### config.mk
export PLATFORM = sky130hd
export DESIGN_NAME = xfer_arbiter_flat
export DESIGN_NICKNAME = d
export VERILOG_FILES = /design/src/rtl/xfer_arb_pkg.sv /design/src/rtl/xfer_arbiter_if.sv /design/src/rtl/rr_picker.sv /design/src/rtl/xfer_arbiter.sv /design/src/flat_wrapper.sv
export SDC_FILE = /design/constraint.sdc
export NUM_CORES = 1
export LEC_CHECK = 0
export ABC_AREA = 1
export CAP_MARGIN = 15
export CORE_MARGIN = 5
export CORE_UTILIZATION = 52
export DETAILED_ROUTE_END_ITERATION = 16
export GPL_ROUTABILITY_DRIVEN = 0
export PLACE_DENSITY = 0.79
export SLEW_MARGIN = 10
export SYNTH_ARGS = -nofsm -noshare
export SYNTH_HDL_FRONTEND = slang
export SYNTH_HIERARCHICAL = 1
export SYNTH_SLANG_ARGS = --single-unit
### constraint.sdc
create_clock -name clk -period 2.2 [get_ports clk]
set_clock_uncertainty 0.15 [all_clocks]
set_input_delay 0.44 -clock clk [delete_from_list [all_inputs] [get_ports clk]]
set_output_delay 0.44 -clock clk [all_outputs]
set_load 0.005 [all_outputs]
### src/rtl/xfer_arb_pkg.sv
// Shared encodings for the xfer_arbiter slice: FSM states, engine phase codes, defaults.
package xfer_arb_pkg;

    typedef enum logic [2:0] {
        ST_IDLE  = 3'd0,
        ST_GRANT = 3'd1,
        ST_WRITE = 3'd2,
        ST_READ  = 3'd3,
        ST_DONE  = 3'd4
    } state_e;

    localparam int unsigned PH_W = 2;
    localparam logic [PH_W-1:0] PH_IDLE  = 2'd0;
    localparam logic [PH_W-1:0] PH_WRITE = 2'd1;
    localparam logic [PH_W-1:0] PH_READ  = 2'd2;

    localparam int unsigned TIMEOUT_DEFAULT = 16;
    localparam int unsigned CNT_W           = 8;

endpackage

### src/rtl/xfer_arbiter_if.sv
// Requester/engine bundle of the xfer_arbiter; master is the arbiter side.
interface xfer_arbiter_if
    import xfer_arb_pkg::*;
#(
    parameter int unsigned N_REQ = 4,
    parameter int unsigned ID_W  = 2
);
    logic [N_REQ-1:0] req;
    logic [N_REQ-1:0] grant;
    logic [ID_W-1:0]  grant_id;
    logic             busy;
    logic             eng_start;
    logic [PH_W-1:0]  eng_phase;
    logic             eng_done;
    logic             ack;
    logic             err;

    modport master (
        input  req, eng_done,
        output grant, grant_id, busy, eng_start, eng_phase, ack, err
    );

    modport slave (
        output req, eng_done,
        input  grant, grant_id, busy, eng_start, eng_phase, ack, err
    );
endinterface

### src/rtl/rr_picker.sv
// Combinational round-robin pick: first set request after last_i, wrapping at N_REQ.
module rr_picker #(
    parameter int unsigned N_REQ = 4,
    parameter int unsigned ID_W  = 2
) (
    input  logic [N_REQ-1:0] req_i,
    input  logic [ID_W-1:0]  last_i,
    output logic [N_REQ-1:0] win_o,
    output logic [ID_W-1:0]  win_id_o,
    output logic             valid_o
);
    localparam int unsigned SEL_W = $clog2(N_REQ);

    always_comb begin
        int unsigned idx;
        idx      = 0;
        win_o    = '0;
        win_id_o = '0;
        valid_o  = 1'b0;
        for (int unsigned k = 1; k <= N_REQ; k++) begin
            idx = (32'(last_i) + k) % N_REQ;
            if (!valid_o && req_i[SEL_W'(idx)]) begin
                valid_o               = 1'b1;
                win_id_o              = ID_W'(idx);
                win_o[SEL_W'(idx)]    = 1'b1;
            end
        end
    end

endmodule

### src/rtl/xfer_arbiter.sv
// Round-robin owner selection plus WRITE/READ sequencing of the shared engine.
// Optional phase timeout enabled by defining XFER_ARBITER_TIMEOUT_EN.
module xfer_arbiter
    import xfer_arb_pkg::*;
#(
    parameter int unsigned N_REQ   = 4,
    parameter int unsigned ID_W    = 2,
    parameter int unsigned TIMEOUT = TIMEOUT_DEFAULT
) (
    input  logic           clk,
    input  logic           rst,
    xfer_arbiter_if.master bus
);
    state_e           state_q;
    logic [ID_W-1:0]  last_q;
    logic [N_REQ-1:0] owner_q;
    logic [ID_W-1:0]  owner_id_q;
    logic             busy_q;
    logic             eng_start_q;
    logic [PH_W-1:0]  eng_phase_q;
    logic             ack_q;
    logic             err_q;

    logic [N_REQ-1:0] pick_win;
    logic [ID_W-1:0]  pick_id;
    logic             pick_valid;
    logic             timeout_c;

    rr_picker #(.N_REQ(N_REQ), .ID_W(ID_W)) u_rr_picker (
        .req_i    (bus.req),
        .last_i   (last_q),
        .win_o    (pick_win),
        .win_id_o (pick_id),
        .valid_o  (pick_valid)
    );

`ifdef XFER_ARBITER_TIMEOUT_EN
    logic [CNT_W-1:0] cnt_q;

    // Cycles spent in the current phase; cleared on entry to WRITE and READ.
    always_ff @(posedge clk) begin
        if (rst) begin
            cnt_q <= '0;
        end else if ((state_q != ST_WRITE && state_q != ST_READ) ||
                     (state_q == ST_WRITE && bus.eng_done)) begin
            cnt_q <= '0;
        end else begin
            cnt_q <= cnt_q + CNT_W'(1);
        end
    end

    assign timeout_c = (cnt_q == CNT_W'(TIMEOUT - 1));
`else
    logic unused_timeout;
    assign unused_timeout = ^CNT_W'(TIMEOUT);
    assign timeout_c      = 1'b0;
`endif

    always_ff @(posedge clk) begin
        if (rst) begin
            state_q     <= ST_IDLE;
            last_q      <= ID_W'(N_REQ - 1);
            owner_q     <= '0;
            owner_id_q  <= '0;
            busy_q      <= 1'b0;
            eng_start_q <= 1'b0;
            eng_phase_q <= PH_IDLE;
            ack_q       <= 1'b0;
            err_q       <= 1'b0;
        end else begin
            eng_start_q <= 1'b0;
            ack_q       <= 1'b0;
            err_q       <= 1'b0;
            case (state_q)
                ST_IDLE: begin
                    if (pick_valid) begin
                        state_q     <= ST_GRANT;
                        owner_q     <= pick_win;
                        owner_id_q  <= pick_id;
                        busy_q      <= 1'b1;
                        eng_start_q <= 1'b1;
                    end
                end
                ST_GRANT: begin
                    state_q     <= ST_WRITE;
                    eng_phase_q <= PH_WRITE;
                end
                ST_WRITE: begin
                    if (bus.eng_done) begin
                        state_q     <= ST_READ;
                        eng_phase_q <= PH_READ;
                    end else if (timeout_c) begin
                        state_q     <= ST_DONE;
                        eng_phase_q <= PH_IDLE;
                        ack_q       <= 1'b1;
                        err_q       <= 1'b1;
                    end
                end
                ST_READ: begin
                    if (bus.eng_done || timeout_c) begin
                        state_q     <= ST_DONE;
                        eng_phase_q <= PH_IDLE;
                        ack_q       <= 1'b1;
                        err_q       <= !bus.eng_done;
                    end
                end
                ST_DONE: begin
                    state_q    <= ST_IDLE;
                    last_q     <= owner_id_q;
                    owner_q    <= '0;
                    owner_id_q <= '0;
                    busy_q     <= 1'b0;
                end
                default: begin
                    state_q     <= ST_IDLE;
                    owner_q     <= '0;
                    owner_id_q  <= '0;
                    busy_q      <= 1'b0;
                    eng_phase_q <= PH_IDLE;
                end
            endcase
        end
    end

    assign bus.grant     = owner_q;
    assign bus.grant_id  = owner_id_q;
    assign bus.busy      = busy_q;
    assign bus.eng_start = eng_start_q;
    assign bus.eng_phase = eng_phase_q;
    assign bus.ack       = ack_q;
    assign bus.err       = err_q;

endmodule

### src/flat_wrapper.sv
// flat-port wrapper written by rule: the top's interface ports become plain ports
module xfer_arbiter_flat import xfer_arb_pkg::*;
#(
    parameter int unsigned N_REQ   = 4,
    parameter int unsigned ID_W    = 2,
    parameter int unsigned TIMEOUT = TIMEOUT_DEFAULT
)
  (clk, rst, bus_req, bus_eng_done, bus_grant, bus_grant_id, bus_busy, bus_eng_start, bus_eng_phase, bus_ack, bus_err);
  xfer_arbiter_if #(.N_REQ(N_REQ), .ID_W(ID_W)) bus_i ();
  input  logic clk;
  input  logic rst;
  input wire logic [$bits(bus_i.req)-1:0] bus_req;
  input wire logic [$bits(bus_i.eng_done)-1:0] bus_eng_done;
  output wire logic [$bits(bus_i.grant)-1:0] bus_grant;
  output wire logic [$bits(bus_i.grant_id)-1:0] bus_grant_id;
  output wire logic [$bits(bus_i.busy)-1:0] bus_busy;
  output wire logic [$bits(bus_i.eng_start)-1:0] bus_eng_start;
  output wire logic [$bits(bus_i.eng_phase)-1:0] bus_eng_phase;
  output wire logic [$bits(bus_i.ack)-1:0] bus_ack;
  output wire logic [$bits(bus_i.err)-1:0] bus_err;
  assign bus_i.req = bus_req;
  assign bus_i.eng_done = bus_eng_done;
  assign bus_grant = bus_i.grant;
  assign bus_grant_id = bus_i.grant_id;
  assign bus_busy = bus_i.busy;
  assign bus_eng_start = bus_i.eng_start;
  assign bus_eng_phase = bus_i.eng_phase;
  assign bus_ack = bus_i.ack;
  assign bus_err = bus_i.err;
  xfer_arbiter #(.N_REQ(N_REQ), .ID_W(ID_W), .TIMEOUT(TIMEOUT)) u_core (.clk(clk), .rst(rst), .bus(bus_i));
endmodule
* After elaboration in Yosys (flattened, before gate mapping)
Index checks and enable logic that the tools add are counted.
Word-level totals: flip-flop bits (word level) 17, bits of input ports 7, output and inout port bits 12, logic and storage cells 99
Cells by class: add/subtract/negate cells 4, $lt $le $gt $ge 8, eq/ne operators 7, muxes and demuxes 43, bitwise logic cells 8, reduce and logical (&&, ||, !) cells 20
Operator list (count):
- $mux 4 | 5
- $mux 1 | 15
- $mux 2 | 7
- $lt 2x3->1 const B | 4
- $or 4x4->4 | 3
- $pmux 3 s4 | 1
- $mux 3 | 3
- $bmux 1 s2 | 4
- $demux 1 s2 | 4
- $ge 2x1->1 const B | 4
- $pmux 2 s4 | 1
- $pmux 4 s2 | 1
- $logic_and 1x1->1 | 7
- $eq 3x2->1 const B | 2
- $reduce_and 3->1 | 2
- $reduce_or 2->1 | 3
- $reduce_or 3->1 | 2
- $not 1->1 | 5
- $add 2x1->2 const B | 2
- $add 2x2->2 const B | 2
- $logic_not 1->1 | 4
- $ne 2x2->1 const B | 2
- $pmux 2 s2 | 1
- $eq 3x1->1 const B | 1
- other kinds (5) | 5

* Depth between registers and ports, before layout
Gate-level depths: netlist of the first run.
word-level depth 15, gate-level depth with buffers 11

* Cells and area by module
Netlist of the first run, hierarchy kept.
Modules (own cells, without submodules):
- xfer_arbiter | instances 1, cells an instance 81, area each 655.6 µm², seq. area each 340.3 µm²
- rr_picker | instances 1, cells an instance 74, area each 457.9 µm², seq. area each 0.0 µm²

* Least setup slack after synthesis of the first run
No wires, ideal clock.
path type reg2reg, start register u_core.last_q[0], end register u_core.state_q[0], library setup time 0.116 ns, arrival time 1.556 ns, required time 1.934 ns, slack 0.378 ns, cell stages (with the launch flop) 10, path buffers 0, clock period less this slack 1.822 ns, cell sequence dfxtp_1 -> inv_2 -> nand2_2 -> nand2_2 -> nor2_2 -> nand4_1 -> nor2_1 -> nand2_1 -> nand3_1 -> a21oi_1
Between the ends: cells in the longest elaborated chain, start to end 15, elaborated cells on any way between the ends 24, classes of those cells add/sub: 4; eq/ne: 1; mux: 12; reduce/logical: 7
Ends and longest elaborated chain:
- start: declaration | line xfer_arbiter.sv:15 | logic [ID_W-1:0] last_q;
- start signal: assignment | line xfer_arbiter.sv:62 | last_q <= ID_W'(N_REQ - 1);
- start signal: assignment | line xfer_arbiter.sv:109 | last_q <= owner_id_q;
- $add 2x1->2 | line rr_picker.sv:21 | idx = (32'(last_i) + k) % N_REQ;
- $bmux 1 s2 | line rr_picker.sv:22 | if (!valid_o && req_i[SEL_W'(idx)]) begin
- $mux 1 (not written as such) | line rr_picker.sv:22
- $mux 1 | line rr_picker.sv:22
- $logic_not 1->1 | line rr_picker.sv:22
- $logic_and 1x1->1 | line rr_picker.sv:22
- $mux 1 | line rr_picker.sv:22
- $logic_not 1->1 | line rr_picker.sv:22
- $logic_and 1x1->1 | line rr_picker.sv:22
- $mux 1 | line rr_picker.sv:22
- $logic_not 1->1 | line rr_picker.sv:22
- $logic_and 1x1->1 | line rr_picker.sv:22
- $mux 1 * | line rr_picker.sv:22
- named net u_core.pick_valid | line xfer_arbiter.sv:26 | logic pick_valid;
- $ne 2x1->1 (no line) *
- $reduce_and 3->1 (no line) *
- end signal: assignment | line xfer_arbiter.sv:61 | state_q <= ST_IDLE;
- end signal: assignment | line xfer_arbiter.sv:77 | state_q <= ST_GRANT;
- end signal: assignment | line xfer_arbiter.sv:85 | state_q <= ST_WRITE;
- end: declaration | line xfer_arbiter.sv:14 | state_e state_q;
The timed path passes the listed nets; every way through them passes the cells marked *. The select of a mux whose other input is x is not followed. A chain may end at the register's enable or synchronous reset.

* Worst setup path in the final report of the first run
start input bus_req[1], end register u_core.owner_id_q[0], in the netlist u_core/bus.grant_id[0]
Between the ends: cells in the longest elaborated chain, start to end 14, elaborated cells on any way between the ends 26, classes of those cells eq/ne: 1; mux: 18; reduce/logical: 7
Ends and longest elaborated chain:
- start: declaration | line flat_wrapper.sv:12 | input wire logic [$bits(bus_i.req)-1:0] bus_req;
- $bmux 1 s2 | line rr_picker.sv:22
- $mux 1 (not written as such) | line rr_picker.sv:22
- $mux 1 | line rr_picker.sv:22
- $logic_not 1->1 | line rr_picker.sv:22
- $logic_and 1x1->1 | line rr_picker.sv:22
- $mux 1 | line rr_picker.sv:22
- $logic_not 1->1 | line rr_picker.sv:22
- $logic_and 1x1->1 | line rr_picker.sv:22
- $mux 1 | line rr_picker.sv:22
- $logic_not 1->1 | line rr_picker.sv:22
- $logic_and 1x1->1 | line rr_picker.sv:22
- $mux 1 * | line rr_picker.sv:22
- named net u_core.pick_valid | line xfer_arbiter.sv:26
- $ne 2x1->1 (no line) *
- $reduce_and 2->1 (no line) *
- end signal: assignment | line xfer_arbiter.sv:79 | owner_id_q <= pick_id;
- end: declaration | line xfer_arbiter.sv:17 | logic [ID_W-1:0] owner_id_q;
Marked as above.

==> results of run 1 <==
==> layer usage <==
metal  vias to the layer above  track usage [%]  routed length [um]
met3                         4             4.59                 161
met5                         -                0                   0
li1                        561                -                   -
met2                        38             29.0                1200
met1                       506             19.0                1040
met4                         0             4.75                  26
==> worst max-delay path: cells and delay by family <==
kind                   cells  cell delay (ns)
AOI/OAI and AO/OA          1             0.20
buffers and inverters      2             0.60
and+or+nand+nor            6             0.64
==> how the worst min path moves through the flow <==
stage	from	endpoint	slack, ns
after floorplan	u_core/bus.grant[0]	u_core/bus.grant[0]	0.29
after global placement	u_core/bus.grant[1]	u_core/bus.grant[1]	0.28
after detailed placement	u_core/bus.busy	u_core/bus.busy	0.30
after CTS	u_core/bus.busy	u_core/bus.busy	0.31
after global routing	u_core/bus.grant[1]	u_core/bus.grant[1]	0.33
final	u_core/bus.busy	u_core/bus.busy	0.31
==> sequential cells by signal (all words and copies together), names as in the netlist <==
signal	cells
u_core/bus.grant_id	2
u_core/bus.busy	1
u_core/bus.ack	1
u_core/state_q	3
u_core/bus.eng_phase	2
u_core/bus.eng_start	1
u_core/last_q	2
u_core/bus.grant	4
u_core/bus.err	1
==> placed cells by master, fill, tap and decap left out <==
master and n:
sky130_fd_sc_hd__nand3_1 23, sky130_fd_sc_hd__ha_1 8, sky130_fd_sc_hd__a21oi_2 1, sky130_fd_sc_hd__nand2_4 3, sky130_fd_sc_hd__a21oi_1 7, sky130_fd_sc_hd__a21oi_4 1, sky130_fd_sc_hd__inv_1 11, sky130_fd_sc_hd__clkdlybuf4s50_1 18
sky130_fd_sc_hd__clkbuf_4 3, sky130_fd_sc_hd__inv_4 1, sky130_fd_sc_hd__nor2_2 2, sky130_fd_sc_hd__a21boi_0 4, sky130_fd_sc_hd__nand2_1 45, sky130_fd_sc_hd__a31oi_1 1, sky130_fd_sc_hd__nor2_1 9, sky130_fd_sc_hd__inv_2 4
sky130_fd_sc_hd__dfxtp_1 17, sky130_fd_sc_hd__nor2_8 2, sky130_fd_sc_hd__conb_1 1, sky130_fd_sc_hd__o21ai_0 1, sky130_fd_sc_hd__nand4_1 6, sky130_fd_sc_hd__nand3_2 1, sky130_fd_sc_hd__clkinv_2 1, sky130_fd_sc_hd__buf_4 6
sky130_fd_sc_hd__nor2_4 2, sky130_fd_sc_hd__nand2_2 5
==> report_power, final <==
part / switching [mW] / internal [mW] / total [mW] / leakage, nW
clock network: 0.0901 / 0.0675 / 0.158 / 0.0177
registers: 0.0240 / 0.337 / 0.361 / 0.139
logic: 0.133 / 0.106 / 0.238 / 0.524
total: 0.247 / 0.511 / 0.757 / 0.681
==> cell families (layout without fill, tap and decap cells) <==
logic type / after synthesis / in the layout
buffers and inverters: 16 / 44
AND/OR/NAND/NOR: 98 / 98
AO/OA/AOI/OAI: 15 / 15
other: 1 / 1
adder cells (fa/ha/maj): 8 / 8
flip-flops: 17 / 17
==> per-stage QoR <==
stage	setup slack (ns)	instance area (sq um)	hold slack [ns]
floorplan	0.378	1110	0.291
global placement	0.147	1370	0.280
detailed placement	0.0959	1370	0.296
CTS	0.399	1400	0.311
global route	0.249	1400	0.331
finish	0.397	1400	0.306
==> layout make-up <==
type | instances | area (sq um)
Sequential cell | 17 | 340
Clock buffer | 3 | 22.5
Timing Repair Buffer | 24 | 225
Multi-Input combinational cell | 122 | 711
Fill cell | 170 | 602
Tap cell | 27 | 33.8
Inverter | 16 | 62.6
Clock inverter | 1 | 5.00
==> impl_summary.log, run 1 <==
[metrics] minimum clock period after layout: 1.80 ns
[metrics] top post-synthesis cells by area: sky130_fd_sc_hd__dfxtp_1 31%, sky130_fd_sc_hd__nand2_1 15%, sky130_fd_sc_hd__nand3_1 10%
[metrics] share of post-route cells with drive strength above 1: 17.5%
[metrics] share of the clock period used by the worst path: 81.9%
[metrics] DRC Markers: 0
[metrics] width of the die: 56.3 um
[metrics] vias: 1109
[metrics] number of hold-slack violations in the final timing report: 0
[metrics] kind of end point of the critical path: register
[metrics] worst min-delay path category: reg -> reg
[metrics] area share of xor/xnor cells in the synthesized design: 0%
[metrics] number of standard cells in the final layout excluding fillers: 210
[metrics] power per unit of standard cell area: 541 nW/um^2
[metrics] post-route antenna net violation count: 0
[metrics] antenna diode count: 0
[metrics] Reg2Reg Launch Point: u_core/last_q[0]
[metrics] sequential fraction of the synthesis area: 30.6%
[metrics] cell mode on critical path: sky130_fd_sc_hd__nand2_1
[metrics] Inserted Clock Buffers: 3
[metrics] Congestion Overflow GR: 0
[metrics] Routed WL per cell: 11.5 um
[metrics] clock latency on the worst-skew pair: 0.28 ns
[metrics] first-pass detailed-route iteration total: 4
[metrics] buffers added on ports: 18
[metrics] leading post-synthesis cells by instance count: 45 x sky130_fd_sc_hd__nand2_1, 23 x sky130_fd_sc_hd__nand3_1, 17 x sky130_fd_sc_hd__dfxtp_1
[metrics] data arrival time at the worst-slack endpoint: 1.89 ns
[metrics] clock tree from TritonCTS: done
[metrics] Post-synth top flop: sky130_fd_sc_hd__dfxtp_1
[metrics] portion of synthesized cell area occupied by the leading cell type: 30.6%
[metrics] first-pass GRT wire length: 4230 um
[metrics] adder-cell share of the synthesized area: 8.99%
[metrics] full die area: 3170 sq um
[metrics] area inside the core boundary: 2000 sq um
[metrics] all-layer global routing usage: 16.4%
[metrics] data required time of the worst path: 2.29 ns
[metrics] Initial Util: 55.6%
[metrics] core utilization of the finished layout: 69.9%
[metrics] worst-path cell chain: clkdlybuf4s50_1 > nand2_1 > nand3_1 > nand2_4 > nand4_1 > buf_4 > a21oi_4 > nand2_1 > nand2_1
[metrics] dominant cell by count in the synthesized netlist: sky130_fd_sc_hd__nand2_1
[metrics] buffer levels on the longest clock path: 2
[metrics] total half-perimeter wirelength after legalization and detailed placement: 2000 um
[metrics] worst setup path endpoint: u_core/bus.grant_id[0]
[metrics] count of routing violations after the opening detailed-route iteration: 42
[metrics] Worst-path clk slew: 0.09 ns
[metrics] master cell of the clock root buffer: sky130_fd_sc_hd__clkbuf_4
[metrics] Syn Inst Count: 155
[metrics] crit path launch: bus_req[1]
[metrics] cell accounting for the most synthesized area: sky130_fd_sc_hd__dfxtp_1
[metrics] type of the worst setup path: in -> reg
[metrics] setup repair after global routing missed its margin: false
[metrics] Final nets: 199
[metrics] floorplan die height: 56.3 um
[metrics] Setup Total Neg Slack: 0 ns
[metrics] proportion of synthesized area in mux cells: 0%
[metrics] drt total wl: 2430 um
[metrics] proportion of register bits with asynchronous set or reset after synthesis: 0%
[metrics] maximum number of pins on one net before global-route repair: 11
[metrics] type of element launching the critical path: input port
[metrics] standard-cell row count: 16
[metrics] cell with the largest stage delay on the worst path: sky130_fd_sc_hd__clkdlybuf4s50_1
[metrics] initial antenna violation count: 0
[metrics] number of global-route vias before repair: 1077
[metrics] logic depth of the worst register-to-register path: 10
[metrics] P&R area growth vs syn: 25.7%
[metrics] capture instance of the worst register-to-register path: u_core/bus.grant[3]
[metrics] Post-Synthesis Mean Instance Area: 7.18 sq um
[metrics] worst-case vdd ir drop: 0.477 mV
[metrics] distinct cell type count of the synthesized netlist: 22
[metrics] Resize count post-CTS: 0
[metrics] MaxCap Viol Count: 0
[metrics] Hold-fix buffers, CTS: 0
[metrics] Slew Viols, Final: 0
[metrics] via density per instance: 5.28
[metrics] number of cells after detailed placement: 206
[metrics] R2R Setup Slk: 0.41 ns
[metrics] syn_nets: 170
[metrics] dominant combinational cell family by area after synthesis: simple AND/OR/NAND/NOR gates
[metrics] highest net fanout along the worst path: 9
[metrics] io pins: 19
[metrics] worst hold path cell count: 2
[metrics] Synth Area in Compound Gates: 9.10%
[metrics] cell area after technology mapping: 1110 sq um
[metrics] achievable frequency: 555 MHz
[metrics] total power consumption of the routed design: 0.757 mW
[metrics] run status: finished clean
[metrics] CTS sink cnt: 17
[metrics] critical path's largest stage delay: 0.43 ns
[metrics] number of flip-flops and latches in the synthesized netlist: 17
[metrics] Synth Area in Simple Gates: 45.4%
[metrics] H-tree depth reported by CTS: 1
[metrics] number of enable-type register cells in the synthesized netlist: 0
[metrics] leakage power: 0.681 nW
[metrics] buffer count from post-CTS setup fixing: 0
[metrics] final-report setup violation count: 0
[metrics] Yosys warnings: 6
Note: power is estimated with default switching activity, not from simulation.
==> run 2: changes to the inputs <==
==> constraint.sdc (replaced) <==
create_clock -name clk -period 1.78 [get_ports clk]
set_clock_uncertainty 0.15 [all_clocks]
set_input_delay 0.356 -clock clk [delete_from_list [all_inputs] [get_ports clk]]
set_output_delay 0.356 -clock clk [all_outputs]
set_load 0.005 [all_outputs]
==> run 2 against run 1 <==
  * Via count up 3.6%
  * Hold slack better by 0.0027 ns
  * Utilization up 5.2 points
  * Critical path type is now reg -> out
  * Critical endpoint is now bus_grant_id[1]
  * Largest cell class unchanged
  * Largest power group unchanged
==> impl_summary.log, run 2 (synthesis gave the netlist of run 1 again) <==
[metrics] final-report setup violation count: 0 (unchanged)
[metrics] Resize count post-CTS: 0 (unchanged)
[metrics] type of the worst setup path: reg -> out
[metrics] drt total wl: 2730 um (+12%)
[metrics] buffers added on ports: 18 (unchanged)
[metrics] share of post-route cells with drive strength above 1: 23.2% (+5.7 points)
[metrics] critical path's largest stage delay: 0.52 ns (+0.09 ns)
[metrics] total half-perimeter wirelength after legalization and detailed placement: 2150 um (+7.7%)
[metrics] Slew Viols, Final: 0 (unchanged)
[metrics] CTS sink cnt: 17 (unchanged)
[metrics] worst hold margin: 0.309 ns (+0.00265 ns)
[metrics] data arrival time at the worst-slack endpoint: 1.21 ns (-0.68 ns)
[metrics] most frequent standard cell in the layout excluding fill and tap cells: sky130_fd_sc_hd__nand2_1
[metrics] post-route antenna net violation count: 0 (unchanged)
[metrics] Routed WL per cell: 12.6 um (+8.8%)
[metrics] Final nets: 206 (+3.5%)
[metrics] type of element launching the critical path: register
[metrics] placed cell area: 1430 sq um (+4.0%)
[metrics] run status: finished clean
[metrics] minimum clock period after layout: 1.71 ns
[metrics] number of standard cells in the final layout excluding fillers: 217 (+3.3%)
[metrics] cell family with most CP delay: buffers and inverters
[metrics] buffer levels on the longest clock path: 2 (unchanged)
[metrics] DRC Markers: 0 (unchanged)
[metrics] Congestion Overflow GR: 0 (unchanged)
[metrics] achievable frequency: 584 MHz
[metrics] fin area: 1510 sq um (+7.5%)
[metrics] leakage power: 0.714 nW (+4.8%)
[metrics] P&R area growth vs syn: 35.2%
[metrics] first-pass GRT wire length: 4250 um (+0.50%)
[metrics] antenna diode count: 0 (unchanged)
[metrics] via density per instance: 5.29 (+0.26%)
[metrics] worst slack after detailed placement: -0.273 ns (-0.369 ns)
[metrics] H-tree depth reported by CTS: 1 (unchanged)
[metrics] Initial Util: 55.6% (unchanged)
[metrics] data required time of the worst path: 1.27 ns (-1.02 ns)
[metrics] worst min-delay path category: reg -> reg
[metrics] initial antenna violation count: 0 (unchanged)
[metrics] worst-path cell chain: clkdlybuf4s50_1
[metrics] standard-cell row count: 16 (unchanged)
[metrics] maximum number of pins on one net before global-route repair: 11 (unchanged)
[metrics] number of buffer and inverter instances along the worst setup path: 1 (-1)
[metrics] Inserted Clock Buffers: 3 (unchanged)
[metrics] clock tree from TritonCTS: done
[metrics] vias: 1149 (+3.6%)
[metrics] Worst-path clk slew: 0.10 ns (about the same)
[metrics] cell with the largest stage delay on the worst path: sky130_fd_sc_hd__clkdlybuf4s50_1
[metrics] number of hold-slack violations in the final timing report: 0 (unchanged)
[metrics] io pins: 19 (unchanged)
[metrics] buffer count from post-CTS setup fixing: 0 (unchanged)
[metrics] width of the die: 56.3 um (unchanged)
[metrics] area inside the core boundary: 2000 sq um (unchanged)
[metrics] highest net fanout along the worst path: 3 (-6)
[metrics] number of global-route vias before repair: 1053 (-2.2%)
[metrics] count of routing violations after the opening detailed-route iteration: 43 (+2.4%)
[metrics] MaxCap Viol Count: 0 (unchanged)
[metrics] Hold-fix buffers, CTS: 0 (unchanged)
[metrics] kind of end point of the critical path: output pin
[metrics] Largest register FFs: 4 (unchanged)
[metrics] master cell of the clock root buffer: sky130_fd_sc_hd__clkbuf_4
[metrics] all-layer global routing usage: 16.9% (+0.57 points)
[metrics] final critical-path setup slack: 0.0662 ns (-0.331 ns)
[metrics] share of the clock period used by the worst path: 96.3%
[metrics] worst-case vdd ir drop: 0.493 mV (+3.3%)
[metrics] number of cells after detailed placement: 213 (+3.4%)
[metrics] most used cells in the layout excluding fill and tap cells: 45 x sky130_fd_sc_hd__nand2_1, 23 x sky130_fd_sc_hd__nand3_1, 18 x sky130_fd_sc_hd__clkdlybuf4s50_1, 15 x sky130_fd_sc_hd__dfxtp_1
[metrics] full die area: 3170 sq um (unchanged)
[metrics] floorplan die height: 56.3 um (unchanged)
[metrics] power per unit of standard cell area: 646 nW/um^2 (+19%)
[metrics] clock latency on the worst-skew pair: 0.30 ns (+0.02 ns)
[metrics] first-pass detailed-route iteration total: 4 (unchanged)
-- run 2: cell types whose count changed in the layout (fill, tap and decap cells not counted), sizes merged --
cell	before	now
buf	6	13
-- run 2: stage by stage --
| stage | setup TNS, ns | util (%) | total power [mW] |
|---|---|---|---|
| global route | -0.00287 | 75.2 | 1.03 |
| detailed placement | -1.69 | 71.3 | 0.765 |
| global placement | -1.26 | 71.3 | 0.753 |
| CTS | 0 | 72.7 | 0.967 |
| finish | 0 | 75.2 | 0.972 |
| floorplan | 0 | - | 0.637 |
-- run 2: final cells by class --
type | count | area (sq um)
clock buffer | 3 | 22.5
inverter | 16 | 67.6
multi-input combinational | 122 | 744
tap | 27 | 33.8
timing repair buffer | 31 | 289
clock inverter | 1 | 5.00
sequential | 17 | 343
fill | 155 | 497
-- run 2: path summary, 6_finish.rpt --
kind                               start                     end  slack, ns  cells past startpoint
hold reg to reg      u_core/bus.grant[1]     u_core/bus.grant[1]       0.31                      2
setup reg to reg        u_core/last_q[0]  u_core/bus.grant_id[0]       0.09                     10
hold / removal       u_core/bus.grant[1]     u_core/bus.grant[1]       0.31                      2
setup / recovery  u_core/bus.grant_id[1]         bus_grant_id[1]       0.07                      1
-- run 2: worst min-delay path: stages, from the launching register on --
cell and delay [ns]:
sky130_fd_sc_hd__dfxtp_1 0.33, sky130_fd_sc_hd__nand2_1 0.06, sky130_fd_sc_hd__nand2_1 0.04
-- run 2: routing by layer --
layer	wire length, um	track usage [%]
met4	55	8.81
met5	0	0
met2	1340	29.7
met1	1130	18.0
met3	196	5.28
-- run 2: power by group --
part | leakage (nW) | switching (mW) | total, mW | internal (mW)
sequential | 0.138 | 0.0320 | 0.449 | 0.417
combinational | 0.558 | 0.174 | 0.321 | 0.147
clock | 0.0177 | 0.119 | 0.203 | 0.0838
